**config.mk**
```make
export PLATFORM = sky130hd
export DESIGN_NAME = lm_sm_sequencer_flat
export DESIGN_NICKNAME = d
export VERILOG_FILES = /design/src/rtl/lm_sm_if.sv /design/src/rtl/lm_sm_sequencer.sv /design/src/flat_wrapper.sv
export SDC_FILE = /design/constraint.sdc
export NUM_CORES = 1
export LEC_CHECK = 0
export CORE_MARGIN = 1
export CORE_UTILIZATION = 42
export DETAILED_ROUTE_END_ITERATION = 12
export PLACE_DENSITY = 0.88
export SYNTH_ARGS = -nofsm -noshare
export SYNTH_HDL_FRONTEND = slang
export SYNTH_SLANG_ARGS = --single-unit
```
**constraint.sdc**
```tcl
create_clock -name clk -period 2.6 [get_ports clk]
set_input_delay 0.39 -clock clk [delete_from_list [all_inputs] [get_ports clk]]
set_output_delay 0.39 -clock clk [all_outputs]
set_load 0.01 [all_outputs]
```
**src/rtl/lm_sm_if.sv**
```systemverilog
// Decode/pipeline-facing bundle for the LM/SM micro-op sequencer.
// master = decode/pipeline side, slave = sequencer.
interface lm_sm_if;
  logic [15:0] dec_ir;
  logic        dec_valid;
  logic        stall_in;
  logic        busy;
  logic        hold_front;
  logic        uop_valid;
  logic [2:0]  uop_reg;
  logic [15:0] uop_offset;
  logic [2:0]  uop_base;
  logic        uop_is_store;
  logic        uop_last;
  logic        uop_wb;

  modport master (
    output dec_ir, dec_valid, stall_in,
    input  busy, hold_front, uop_valid, uop_reg, uop_offset, uop_base,
           uop_is_store, uop_last, uop_wb
  );

  modport slave (
    input  dec_ir, dec_valid, stall_in,
    output busy, hold_front, uop_valid, uop_reg, uop_offset, uop_base,
           uop_is_store, uop_last, uop_wb
  );
endinterface

```
**src/rtl/lm_sm_sequencer.sv**
```systemverilog
// Expands LM/SM in decode into one memory micro-op per set register-list bit.
// Define LMSM_BASE_WB_EN to append a base-register writeback micro-op (Ra <= Ra + N).
module lm_sm_sequencer (
  input  logic    clk,
  input  logic    reset,
  lm_sm_if.slave  bus
);

`ifdef LMSM_BASE_WB_EN
  localparam bit WbEn = 1'b1;
`else
  localparam bit WbEn = 1'b0;
`endif

  localparam logic [3:0] OpLm = 4'b0110;
  localparam logic [3:0] OpSm = 4'b0111;

  typedef enum logic [1:0] {StIdle, StSeq, StWb} state_e;

  state_e      state_q, state_d;
  logic [7:0]  mask_q, mask_d;
  logic [3:0]  count_q, count_d;
  logic [2:0]  base_q, base_d;
  logic        store_q, store_d;

  logic        is_lmsm, accept, valid, in_wb, last, one_left;
  logic [7:0]  mask_rest;
  logic [2:0]  low_idx;

  always_comb begin
    is_lmsm   = (bus.dec_ir[15:12] == OpLm) || (bus.dec_ir[15:12] == OpSm);
    accept    = (state_q == StIdle) && bus.dec_valid && is_lmsm &&
                (bus.dec_ir[7:0] != 8'h00) && !bus.stall_in;
    valid     = (state_q != StIdle);
    in_wb     = WbEn && (state_q == StWb);
    // Clearing the lowest set bit leaves the remaining registers to transfer.
    mask_rest = mask_q & (mask_q - 8'd1);
    one_left  = (mask_q != 8'h00) && (mask_rest == 8'h00);
    last      = in_wb || ((state_q == StSeq) && one_left && !WbEn);

    low_idx = 3'd0;
    for (int i = 7; i >= 0; i--) begin
      if (mask_q[i]) low_idx = 3'(i);
    end
  end

  always_comb begin
    bus.busy         = valid;
    bus.uop_valid    = valid;
    bus.uop_reg      = in_wb ? base_q : low_idx;
    bus.uop_offset   = valid ? {12'b0, count_q} : 16'h0000;
    bus.uop_base     = base_q;
    bus.uop_is_store = store_q;
    bus.uop_last     = last;
    bus.uop_wb       = in_wb;
    bus.hold_front   = accept || (valid && !(last && !bus.stall_in));
  end

  always_comb begin
    state_d = state_q;
    mask_d  = mask_q;
    count_d = count_q;
    base_d  = base_q;
    store_d = store_q;
    unique case (state_q)
      StIdle: begin
        if (accept) begin
          mask_d  = bus.dec_ir[7:0];
          base_d  = bus.dec_ir[11:9];
          store_d = bus.dec_ir[12];
          count_d = 4'd0;
          state_d = StSeq;
        end
      end
      StSeq: begin
        if (!bus.stall_in) begin
          mask_d  = mask_rest;
          count_d = count_q + 4'd1;
          if (one_left) state_d = WbEn ? StWb : StIdle;
        end
      end
      StWb: begin
        if (!bus.stall_in) state_d = StIdle;
      end
      default: state_d = StIdle;
    endcase
  end

  always_ff @(posedge clk) begin
    if (reset) begin
      state_q <= StIdle;
      mask_q  <= 8'h00;
      count_q <= 4'd0;
      base_q  <= 3'd0;
      store_q <= 1'b0;
    end else begin
      state_q <= state_d;
      mask_q  <= mask_d;
      count_q <= count_d;
      base_q  <= base_d;
      store_q <= store_d;
    end
  end

endmodule

```
**src/flat_wrapper.sv**
```systemverilog
// flat-port wrapper written by rule: the top's interface ports become plain ports
module lm_sm_sequencer_flat 
  (clk, reset, bus_dec_ir, bus_dec_valid, bus_stall_in, bus_busy, bus_hold_front, bus_uop_valid, bus_uop_reg, bus_uop_offset, bus_uop_base, bus_uop_is_store, bus_uop_last, bus_uop_wb);
  lm_sm_if bus_i ();
  input  logic clk;
  input  logic reset;
  input wire logic [$bits(bus_i.dec_ir)-1:0] bus_dec_ir;
  input wire logic [$bits(bus_i.dec_valid)-1:0] bus_dec_valid;
  input wire logic [$bits(bus_i.stall_in)-1:0] bus_stall_in;
  output wire logic [$bits(bus_i.busy)-1:0] bus_busy;
  output wire logic [$bits(bus_i.hold_front)-1:0] bus_hold_front;
  output wire logic [$bits(bus_i.uop_valid)-1:0] bus_uop_valid;
  output wire logic [$bits(bus_i.uop_reg)-1:0] bus_uop_reg;
  output wire logic [$bits(bus_i.uop_offset)-1:0] bus_uop_offset;
  output wire logic [$bits(bus_i.uop_base)-1:0] bus_uop_base;
  output wire logic [$bits(bus_i.uop_is_store)-1:0] bus_uop_is_store;
  output wire logic [$bits(bus_i.uop_last)-1:0] bus_uop_last;
  output wire logic [$bits(bus_i.uop_wb)-1:0] bus_uop_wb;
  assign bus_i.dec_ir = bus_dec_ir;
  assign bus_i.dec_valid = bus_dec_valid;
  assign bus_i.stall_in = bus_stall_in;
  assign bus_busy = bus_i.busy;
  assign bus_hold_front = bus_i.hold_front;
  assign bus_uop_valid = bus_i.uop_valid;
  assign bus_uop_reg = bus_i.uop_reg;
  assign bus_uop_offset = bus_i.uop_offset;
  assign bus_uop_base = bus_i.uop_base;
  assign bus_uop_is_store = bus_i.uop_is_store;
  assign bus_uop_last = bus_i.uop_last;
  assign bus_uop_wb = bus_i.uop_wb;
  lm_sm_sequencer u_core (.clk(clk), .reset(reset), .bus(bus_i));
endmodule
```
==> run summary, run 1 <==
Die Wd -> 53.5 um
Slew Limit Fails -> 0
Internal power -> 0.371 mW
PD cells -> 337 nW/um2
First-pass GRT wire length -> 4470 um
Largest net degree at the start of global routing -> 19
WS Path Type -> reg -> out
GPL Wtd Cong -> 0.836
Avg Inst Size Synth -> 7.95 um2
#FFs+latches synth -> 17
Mapped Area -> 1110 um2
Status -> finished, final reports clean
Total CTS buffers -> 3
Final setup fails -> 0
Area Overhead vs Synth -> 33.3%
Synth Instances -> 140
Max frequency -> 0.403 GHz
Layout fillers -> 229
GRT Overall Usage -> 0.216
Post-Route WL -> 2610 um
CP endpoint kind -> output port
Final hold vios -> 0
WP data required -> 2.21 ns
Port Buffers -> 33
Min-delay worst type -> reg -> reg
Synthesis warning total -> 0
Sequential area share after synthesis -> 0.306
Initial drt markers -> 16
Via/cell ratio -> 5.17
Period minus WS final -> 2.48 ns
Sinks on the clock net -> 17
Ant diodes -> 0
Worst vdd ir -> 0.249 mV
Max-cap check violation count -> 0
Worst-Skew Late Latency -> 0.29 ns
Clock Skew -> 0.00131 ns
Post-DRT Antenna Nets -> 0
Core area -> 2500 um2
H-tree levels -> 1
Worst-path maximum fanout -> 6
Vias in the first global route -> 1053
Power share of the sequential group -> 0.534
Share of layout cells above drive strength 1 -> 0.114
Yosys cell types -> 36
RSZ-0062 raised after global routing -> false
Clock network power share -> 0.286
Antenna violations before repair -> 0
Worst-path clk slew -> 0.10 ns
IO Pins -> 48
Startpoint types -> register
Std-Cell Rows -> 18
Initial core utilization -> 0.445
Comb power frac -> 0.180
Setup tns final -> 0 ns
Layout Utilization -> 0.593
Drt drc -> 0
Hold_buf cts -> 0
Vias post-DR -> 1064
Root Driver -> clkbuf_4
TritonRoute pass-1 iters -> 4
Final Cycle Share -> 0.954
Max clock buf depth -> 2
Die Area -> 2860 um2
Sw Share -> 0.258
Net Switching -> 0.129 mW
Total global routing overflow -> 0
CTS tree -> built
Leakage power -> 0.553 nW
Chip height -> 53.5 um
Nets -> 198
DP Wirelength -> 2000 um
Worst EP arrival -> 2.09 ns
Avg WL per Cell -> 12.7 um
==> synthesized netlist by cell type, drive strengths merged <==
cell     number  share of area
a2111oi       1          0.013
a211oi        4          0.036
a21oi        14          0.063
and2          4          0.022
and3b         1         0.0079
buf          18           0.13
clkbuf        4          0.013
conb          1         0.0034
dfxtp        17           0.31
ha            1          0.011
inv           2         0.0067
mux2i         4          0.036
nand2        11          0.037
nand2b        8          0.045
nand3b        1         0.0068
nand4bb       1          0.010
nor2         18          0.061
nor2b         2          0.011
nor3          5          0.022
nor4          4          0.034
o2111ai       1         0.0079
o21a          1         0.0068
o21ai         8          0.036
o21bai        2          0.013
o31a          2          0.016
o31ai         1          0.011
o41a          1          0.010
or4           1          0.010
xor2          2          0.016
==> final timing paths <==
kind | start | endpoint | slack (ns) | depth (start not counted)
hold / removal | u_core.bus.uop_is_store | u_core.bus.uop_is_store | 0.51 | 2
hold reg to reg | u_core.bus.uop_is_store | u_core.bus.uop_is_store | 0.51 | 2
setup reg to reg | u_core.mask_q[2] | u_core.mask_q[7] | 0.86 | 5
setup / recovery | u_core.mask_q[2] | bus_uop_last | 0.12 | 6
==> worst max-delay path: stages, from the launching register on <==
cell	delay, ns
dfxtp_1	0.32
or4_4	0.61
nor4_4	0.24
a211oi_2	0.08
o31ai_2	0.10
and3b_1	0.19
dlygate4sd2_1	0.26
==> power groups by stage <==
stage	sequential (mW)	clock, mW	combinational [mW]
3_5_place_dp	0.273	0	0.0877
4_1_cts	0.267	0.147	0.0897
6_report	0.267	0.143	0.0898
2_1_floorplan	0.272	0	0.0564
3_3_place_gp	0.272	0	0.0853
5_1_grt	0.268	0.160	0.0984
==> cells by family (layout without fill, tap and decap cells) <==
logic type	Yosys count	in the layout	synth area share
fa+ha+maj	1	1	0.0112
buf+inv	24	48	0.146
mux	4	4	0.0360
other cells	1	13	0.00337
xor+xnor	2	2	0.0158
flops	17	17	0.306
compound gates	35	35	0.214
simple gates	56	56	0.268
==> cell usage in the layout, fill, tap and decap left out, types with 2 or more instances in the layout <==
cell / netlist / layout
mux2i_1: 4 / 4
a21oi_1: 14 / 14
buf_4: 14 / 9
nor2_1: 18 / 18
and2_1: 4 / 4
nor4_1: 2 / 2
dlygate4sd2_1: 0 / 2
nand2_1: 11 / 11
a211oi_1: 2 / 2
nand2b_1: 8 / 8
xor2_1: 2 / 2
conb_1: 1 / 13
nor3_1: 5 / 5
clkbuf_4: 0 / 3
o31a_1: 2 / 2
o21bai_1: 2 / 2
clkdlybuf4s50_1: 0 / 31
nor2b_1: 2 / 2
o21ai_1: 8 / 8
a211oi_2: 2 / 2
dfxtp_1: 17 / 17
==> stage by stage <==
| stage | instances | instance area, um2 | power (mW) | setup WS, ns | hold slack, ns |
|---|---|---|---|---|---|
| 2_1_floorplan | 152 | 1160 | 0.329 | 0.571 | 0.505 |
| 4_1_cts | 206 | 1480 | 0.504 | 0.100 | 0.510 |
| 6_report | 206 | 1480 | 0.500 | 0.121 | 0.512 |
| 5_1_grt | 206 | 1480 | 0.526 | 0.00611 | 0.528 |
| 3_5_place_dp | 201 | 1430 | 0.360 | 0.0828 | 0.484 |
| 3_3_place_gp | 201 | 1430 | 0.358 | 0.0838 | 0.472 |
==> flip-flops by register name, summed over array words and instances, names as in the netlist <==
name	cells
u_core.mask_q	8
u_core.bus.uop_is_store	1
u_core.bus.uop_base	3
u_core.count_q	4
u_core.state_q	1
==> per-layer routing <==
metal,up-vias,track usage,part of all wire
li1,530,-,-
met1,493,0.244,0.41
met2,37,0.390,0.52
met3,4,0.0431,0.060
met4,0,0.0789,0.0080
met5,-,0,0
==> repair_timing <==
action | 4_1_cts | 5_1_grt
endpoints found under the setup margin | 2 | 0
gates resized for setup | 4 | 0
setup buffers | 1 | 0
==> final cells by class <==
cell class              count  area (um2)  share of cell area
clock buffers               4        26.3              0.0177
flip-flops and latches     17         340               0.230
multi-input cells         111         676               0.456
inverters                   2        7.51             0.00506
repair buffers             42         395               0.267
well taps                  30        37.5              0.0253
(Power assumes the default switching activity.)
==> run 2, diff against run 1 <==
Settings changed: ABC_CLOCK_PERIOD_IN_PS set to 2600, CORE_UTILIZATION 42 to 40, PLACE_DENSITY 0.88 to 0.84.
==> run 2 against run 1 <==
Compared with the run above: critical path depth unchanged; worst hold slack better by 0.012 ns; cell area grew 0.51%; power fell by 1.2%; critical path type unchanged; highest routed layer unchanged.
==> run summary, run 2 (synthesis results as in run 1) <==
Post-place setup slack -> -0.0521 ns
Leakage power -> 0.557 nW
IO Pins -> 48
GRT Overall Usage -> 0.215
Clock Skew -> 0.00584 ns
Non-Filler Instances -> 206
Family with the most delay on the worst path -> simple AND/OR/NAND/NOR gates
Placed inst area -> 1430 um2
Port Buffers -> 33
Hold_buf cts -> 0
Comb power frac -> 0.185
Commonest non-fill, non-tap cell in the layout -> clkdlybuf4s50_1
Die Area -> 3000 um2
Status -> finished, final reports clean
Max clock buf depth -> 2
Area Overhead vs Synth -> 34.0%
Min Hold Slack -> 0.524 ns
Worst-path clk slew -> 0.10 ns
Total global routing overflow -> 0
Drt drc -> 0
Chip height -> 54.7 um
Most flops, register -> u_core.mask_q
Antenna violations before repair -> 0
Clock network power share -> 0.275
Via/cell ratio -> 5.17
Nets -> 198
First-pass GRT wire length -> 4640 um
Std-Cell Rows -> 18
Worst-path maximum fanout -> 6
Final hold vios -> 0
Sinks on the clock net -> 17
Vias post-DR -> 1066
Overall power -> 0.494 mW
Final Cycle Share -> 0.953
Cells along the critical path -> or4_4 -> nor4_4 -> a211oi_2 -> o31ai_2 -> and3b_1 -> dlygate4sd2_1
Setup tns final -> 0 ns
Net Switching -> 0.125 mW
Core area -> 2540 um2
Design area -> 1490 um2
Period minus WS final -> 2.48 ns
Startpoint types -> register
H-tree levels -> 1
Ant diodes -> 0
CP endpoint kind -> output port
GPL Wtd Cong -> 0.825
WP data required -> 2.21 ns
Root Driver -> clkbuf_4
TritonRoute pass-1 iters -> 4
Post-Route WL -> 2710 um
Avg WL per Cell -> 13.2 um
Max-cap check violation count -> 0
RSZ-0062 raised after global routing -> false
Worst vdd ir -> 0.229 mV
Sw Share -> 0.253
Min-delay worst type -> reg -> reg
WS Path Type -> reg -> out
Critical Path Max Stage Delay -> 0.61 ns
Slew Limit Fails -> 0
Total CTS buffers -> 3
Vias in the first global route -> 1120
PD cells -> 331 nW/um2
Max frequency -> 0.404 GHz
CTS tree -> built
DP Wirelength -> 2030 um
Worst EP arrival -> 2.09 ns
Most frequent cells in the layout -> clkdlybuf4s50_1 (31), nor2_1 (18), dfxtp_1 (17), a21oi_1 (14), conb_1 (13)
Inst Count DP -> 201
Final setup margin -> 0.123 ns
Final setup fails -> 0
Initial core utilization -> 0.437
Critical path buffers and inverters -> 1
Share of layout cells above drive strength 1 -> 0.125
Internal power -> 0.369 mW
Power share of the sequential group -> 0.541
Largest net degree at the start of global routing -> 19
Die Wd -> 54.7 um
Worst-Skew Late Latency -> 0.29 ns
Max FFs per register -> 8
Post-DRT Antenna Nets -> 0
Layout Utilization -> 0.586
Initial drt markers -> 20
Slowest cell on the critical path -> or4_4
## run 2: worst paths after layout
kind                                from                endpoint  slack, ns  depth (start not counted)
setup / recovery        u_core.mask_q[2]            bus_uop_last       0.12                          6
hold / removal    u_core.bus.uop_base[2]  u_core.bus.uop_base[2]       0.52                          2
setup reg to reg        u_core.mask_q[2]        u_core.mask_q[7]       0.89                          5
hold reg to reg   u_core.bus.uop_base[2]  u_core.bus.uop_base[2]       0.52                          2
## run 2: power by group through the flow
| stage | sequential [mW] | clock (mW) | combinational [mW] |
|---|---|---|---|
| floorplan | 0.272 | 0 | 0.0564 |
| global placement | 0.272 | 0 | 0.0850 |
| detailed placement | 0.273 | 0 | 0.0881 |
| CTS | 0.267 | 0.144 | 0.0902 |
| global route | 0.268 | 0.153 | 0.100 |
| finish | 0.267 | 0.136 | 0.0911 |
## run 2: worst min-delay path: stages, from the launching register on
cell     delay [ns]
dfxtp_1        0.34
mux2i_1        0.07
nor2_1         0.08
## run 2: cell type report
| cell class | count | area, um2 |
|---|---|---|
| clock inverter | 1 | 5.00 |
| multi-input combinational | 111 | 682 |
| sequential | 17 | 340 |
| fill | 236 | 1050 |
| clock buffer | 3 | 22.5 |
| tap | 30 | 37.5 |
| timing repair buffer | 42 | 395 |
| inverter | 2 | 7.51 |
## run 2: routing by layer
metal  wire [um]  GRT usage  vias to the layer above
li1            -          -                      532
met4          70      0.120                        0
met5           0          0                        -
met3         202     0.0444                        8
met2        1390      0.396                       50
met1        1050      0.222                      476
## run 2: timing repair
item                       CTS  global route
setup buffers                1             0
pin swaps                    1             0
gates resized for setup      4             1
setup endpoints to repair    2             1
